$ cat config.mk
export PLATFORM = sky130hd
export DESIGN_NAME = csa_pipe_accum
export DESIGN_NICKNAME = d
export VERILOG_FILES = /design/src/rtl/csa_pipe_accum.sv
export SDC_FILE = /design/constraint.sdc
export NUM_CORES = 1
export LEC_CHECK = 0
export CAP_MARGIN = 10
export CORE_MARGIN = 10
export CORE_UTILIZATION = 40
export DETAILED_ROUTE_END_ITERATION = 7
export DONT_BUFFER_PORTS = 1
export SYNTH_ARGS = -nofsm -noshare
export SYNTH_HDL_FRONTEND = slang
export SYNTH_SLANG_ARGS = --single-unit
$ cat constraint.sdc
create_clock -name clk -period 4.9 [get_ports clk]
set_input_delay 0.98 -clock clk [delete_from_list [all_inputs] [get_ports clk]]
set_output_delay 0.98 -clock clk [all_outputs]
set_load 0.01 [all_outputs]
$ cat src/rtl/csa_pipe_accum.sv
// =============================================================================
// csa_pipe_accum - two-stage 3:2 carry-save adder with optional accumulate
// Revision: 1.0
// =============================================================================
`default_nettype none

module csa_pipe_accum #(
  parameter int WIDTH     = 8,
  parameter int ACC_WIDTH = WIDTH + 8
) (
  input  logic                 clk,
  input  logic                 rst_n,
  input  logic                 in_valid,
  output logic                 in_ready,
  input  logic [WIDTH-1:0]     a,
  input  logic [WIDTH-1:0]     b,
  input  logic [WIDTH-1:0]     c_in,
  input  logic                 mode,
  input  logic                 clear,
  output logic                 out_valid,
  input  logic                 out_ready,
  output logic [ACC_WIDTH-1:0] sum,
  output logic                 overflow
);

  localparam int SW = WIDTH + 1;

  logic [WIDTH-1:0]     maj;
  logic [SW-1:0]        s_next;
  logic [SW-1:0]        c_next;

  logic                 s1_valid;
  logic [SW-1:0]        s1_s;
  logic [SW-1:0]        s1_c;
  logic                 s1_mode;

  logic                 s2_load;
  logic                 in_fire;
  logic [WIDTH+1:0]     cpa;
  logic [ACC_WIDTH-1:0] acc;
  logic [ACC_WIDTH-1:0] acc_base;
  logic [ACC_WIDTH:0]   acc_sum;
  logic                 ovf_base;

  // 3:2 compression layer
  assign maj    = (a & b) | (a & c_in) | (b & c_in);
  assign s_next = {1'b0, a ^ b ^ c_in};
  assign c_next = {maj, 1'b0};

  assign s2_load  = s1_valid && (!out_valid || out_ready);
  assign in_ready = !s1_valid || s2_load;
  assign in_fire  = in_valid && in_ready;

  always_ff @(posedge clk or negedge rst_n) begin
    if (!rst_n) begin
      s1_valid <= 1'b0;
      s1_s     <= '0;
      s1_c     <= '0;
      s1_mode  <= 1'b0;
    end else begin
      if (in_fire) begin
        s1_valid <= 1'b1;
        s1_s     <= s_next;
        s1_c     <= c_next;
        s1_mode  <= mode;
      end else if (s2_load) begin
        s1_valid <= 1'b0;
      end
    end
  end

  // Clear takes effect before any accumulate landing on the same edge.
  assign cpa      = {1'b0, s1_s} + {1'b0, s1_c};
  assign acc_base = clear ? '0 : acc;
  assign ovf_base = clear ? 1'b0 : overflow;
  assign acc_sum  = {1'b0, acc_base} + (ACC_WIDTH + 1)'(cpa);

  always_ff @(posedge clk or negedge rst_n) begin
    if (!rst_n) begin
      out_valid <= 1'b0;
      sum       <= '0;
      acc       <= '0;
      overflow  <= 1'b0;
    end else begin
      if (s2_load) begin
        out_valid <= 1'b1;
        if (s1_mode) begin
          sum      <= acc_sum[ACC_WIDTH-1:0];
          acc      <= acc_sum[ACC_WIDTH-1:0];
          overflow <= ovf_base | acc_sum[ACC_WIDTH];
        end else begin
          sum      <= ACC_WIDTH'(cpa);
          acc      <= acc_base;
          overflow <= ovf_base;
        end
      end else begin
        if (out_ready) begin
          out_valid <= 1'b0;
        end
        acc      <= acc_base;
        overflow <= ovf_base;
      end
    end
  end

endmodule

`default_nettype wire

After elaboration in Yosys (flattened, before gate mapping)
Cells that the tools add are included.
{ "op_classes": {"n_reduce_logical": 8, "bitwise": 8, "addsub": 2, "mux": 11} }
{ "ops": {"columns": ["op", "count"], "rows": [
  ["two-way mux 16 bit", 4],
  ["AND 8 bit", 3],
  ["adder 16 x 10 -> 17 bit", 1],
  ["OR 8 bit", 2],
  ["bitwise XOR 8 bit", 2],
  ["adder 8 x 9 -> 10 bit", 1],
  ["two-way mux 1 bit", 7],
  ["nonzero test 2 bit", 2],
  ["logical AND 1 bit", 2],
  ["logical NOT 1 bit", 2],
  ["logical OR 1 bit", 2],
  ["OR 1 bit", 1]
]} }
{ "word_totals": {"out_inout_bits": 19, "elab_cells": 37, "inputBits": 30, "register_bits": 52} }

Longest topological paths before layout
{ "depth": {"ltp_word": 6, "mapped_depth": 14, "depth_no_buf": 14} }

Least setup slack after synthesis
No wires, ideal clock.
{ "synth_path": {"kind": "input to register", "start": "input clear", "end": "register sum[8]", "path_buffers": 1, "setup_time_ns": 0.126, "setup_slack_ns": 1.749, "arrival_ns": 3.025, "stages": 10, "t_required_ns": 4.774, "cell_sequence": "clkbuf_1 -> nor2b_1 -> ha_1 -> fa_1 -> a211oi_1 -> o21bai_1 -> a41oi_1 -> xor2_1 -> nor2_1 -> a221o_1"} }
{ "synth_via": {"elab_chain_cells": 3} }
{ "synth_lines": {"columns": ["element", "line", "text"], "rows": [
  ["start, declared", "19", "input logic clear,"],
  ["two-way mux 16 bit", "74", "assign acc_base = clear ? '0 : acc;"],
  ["adder 16 x 10 -> 17 bit", "76", "assign acc_sum = {1'b0, acc_base} + (ACC_WIDTH + 1)'(cpa);"],
  ["two-way mux 16 bit", "87", "if (s1_mode) begin"],
  ["end signal, assigned", "88", "sum <= acc_sum[ACC_WIDTH-1:0];"],
  ["end signal, assigned", "92", "sum <= ACC_WIDTH'(cpa);"],
  ["end, declared", "22", "output logic [ACC_WIDTH-1:0] sum,"]
]} }
No other way between the ends.
A chain may end at the register's enable or synchronous reset.

Worst setup path in the final report
{ "layout_path": {"start": "register s1_s[1]", "end": "register sum[11]"} }
{ "layout_via": {"elab_chain_cells": 3} }
{ "layout_lines": {"columns": ["element", "line", "text"], "rows": [
  ["start, declared", "33", "logic [SW-1:0] s1_s;"],
  ["start signal, assigned", "63", "s1_s <= s_next;"],
  ["adder 8 x 9 -> 10 bit", "73", "assign cpa = {1'b0, s1_s} + {1'b0, s1_c};"],
  ["adder 16 x 10 -> 17 bit", "76", null],
  ["two-way mux 16 bit", "87", null]
]} }
No other way between the ends.

==> impl_metrics.ini <==
[floorplanning]
io_pins = 49
die_h_um = 109
rows = 32
fp.coreArea_um2 = 7690
die_w_um = 109
die_area_um2 = 11800
start_util = 0.410

[global_route]
grt_max_degree = 53
grt_overflow = 0
grt_pass1_wl_mm = 10.7
grt_pass1_vias = 2170
grt_util_all_layers = 0.113
grt_antenna_before_repair = 0

[yosys]
syn_nets = 349
netlist_instances = 292
ys_top_cells_by_area = dfrtp_1 (41%), mux2_2 (7.9%), ha_1 (6.8%)
ys_types = 47
synth-xor-area-share = 0.0612
synth_most_common_cell = dfrtp_1
synthFlopType = dfrtp_1
synth_top_area_frac = 0.413
seq_area_frac_synth = 0.413
synth-edff-count = 0
synth_adder_area_share = 0.131
syn_area_um2 = 3150
netlist.top_cell.by_area = dfrtp_1
yosysWarnings = 0
synth_simple_gate_area_frac = 0.130
synth_top_family_by_area = compound AO/OA/AOI/OAI gates
synth_area_per_cell_um2 = 10.8
synth_compound_area_frac = 0.145
async_flop_share = 1.00
synth.top_cells.by_count = dfrtp_1 (52), nand2_1 (27), nor2_1 (23)
ys_ff_latch = 52
synthMuxAreaShare = 0.0945

[clock_network]
insertion_delay_ns = 0.30
cts_tree = built
cts.clk_slew.worst_paths_ns = 0.09
root_buffer = clkbuf_8
postCtsHoldBufs = 0
clock_sinks = 52
cts_setup_buffers = 0
htreeDepth = 2
cts_buffers = 5
clockBufferDepth = 2
ctsResizeCount = 0

[cells_and_area]
nets = 348
final_area_um2 = 3320
antennaDiodeCount = 0
fin_util = 0.432
areaGrowthSynthToFinish_pct = 5.44
layout-drive-gt1-share = 0.120

[routing]
via_per_inst = 5.27
vias = 2078
wl_per_cell_um = 15.9
post-route-drc-count = 0
drt-pass1-iter-count = 4
drt_first_iter_violations = 79
ant_nets = 0
detail_route.wirelength_mm = 6.27

[place]
dp_hpwl_mm = 4.75
portBuffers = 0
gp_congestion = 0.872
place_area_um2 = 3230

[timing]
setup_viol = 0
timing.slew.headroom = 0.362
final.min_clock_period_ns = 3.43
tns_ns = 0
worst_pin_slew_ns = 0.954
hold_slack_ns = 0.362
final.period_utilization = 0.700
finalHoldViolations = 0
fmax_ghz = 0.291
clock_skew_ns = 0.00540
rsz0062_at_grt = no
slew_violations = 0

[worst_setup_path]
critical_path_class = flip-flop to flip-flop
cp_data_required_time_ns = 5.09
critPathCaptureType = flip-flop
arrival_ns = 3.62
cp_max_fo = 6
worstSetupStartpointType = flip-flop

[run_status]
outcome = finished, final reports clean

[power_and_ir_drop]
power_density_nw_per_um2 = 477
totalPowerFinal_w = 0.00158
ir_drop_mv = 0.189
leakage_nw = 1.45

[flow_run]
maxCapViolCount = 0

[min_path]
hp-class = input pin to async pin
-- metrics by stage --
| stage | setup WS (ns) | cells |
|---|---|---|
| finish | 1.47 | 394 |
| global route | 1.18 | 394 |
| CTS | 1.49 | 394 |
| detailed placement | 1.51 | 386 |
| global placement | 1.60 | 386 |
| floorplan | 1.75 | 292 |
-- worst max-delay path: stages (launching register included) --
cell and delay [ns]:
dfrtp_1 0.39, ha_1 0.23, inv_1 0.07, fa_1 0.24, nor2b_4 0.05, o31a_1 0.27
o31a_1 0.26, a21oi_1 0.23, ha_1 0.34, a41oi_1 0.30, o211ai_1 0.15, a21oi_2 0.26
nor2_1 0.13, xnor2_1 0.16, o41ai_1 0.23
-- where the power goes --
part	internal [W]	switching, W
Clock	0.000115	0.000133
Combinational	0.000330	0.000391
Sequential	0.000532	0.0000810
-- placed cells by master, fill, tap and decap left out, types with 3 or more instances in the layout --
cell type and count:
a211oi_1 4, a21o_1 6, a21oi_1 10, clkbuf_8 6
dfrtp_1 52, fa_1 10, ha_1 17, inv_1 9
mux2_2 22, mux2i_1 5, nand2_1 27, nand2b_1 5
nor2_1 23, nor2b_1 13, o21a_1 6, o21ai_0 16
o31ai_1 3, xnor2_1 16, xor2_1 6
-- flip-flops by register name, summed over array words and instances (netlist names) --
name       count
acc           16
out_valid      1
overflow       1
s1_c           8
s1_mode        1
s1_s           8
s1_valid       1
sum           16
-- worst paths after layout --
kind	cells past startpoint	slack, ns	startpoint	end
worst max register to register	14	1.47	s1_s[1]	sum[11]
min in group clk	1	0.52	s1_valid	out_valid
worst min-delay path	0	0.36	rst_n	sum[1]
worst min register to register	1	0.52	s1_valid	out_valid
max in group asynchronous	0	4.45	rst_n	s1_s[4]
worst max-delay path	14	1.47	s1_s[1]	sum[11]
-- per-layer routing --
metal  vias to the layer above  GRT usage  part of all wire  wire length [µm]
met4                         0     0.0367             0.013                79
li1                       1024          -                 -                 -
met2                        42      0.175              0.45              2800
met1                      1005      0.142              0.47              2930
met3                         7     0.0419             0.073               457
met5                         -          0                 0                 0
-- logic make-up after synthesis --
family / count (synthesis)
simple gates: 80
fa+ha+maj: 27
buf+inv: 17
xor+xnor: 22
flops: 52
mux: 27
compound gates: 67
-- area by class of cell --
type                    count  area, µm²
flip-flops and latches     52       1300
clock buffers               8       90.1
fillers                   761       4370
multi-input cells         223       1770
well taps                 102        128
inverters                   9       33.8
(Power assumes the default switching activity.)
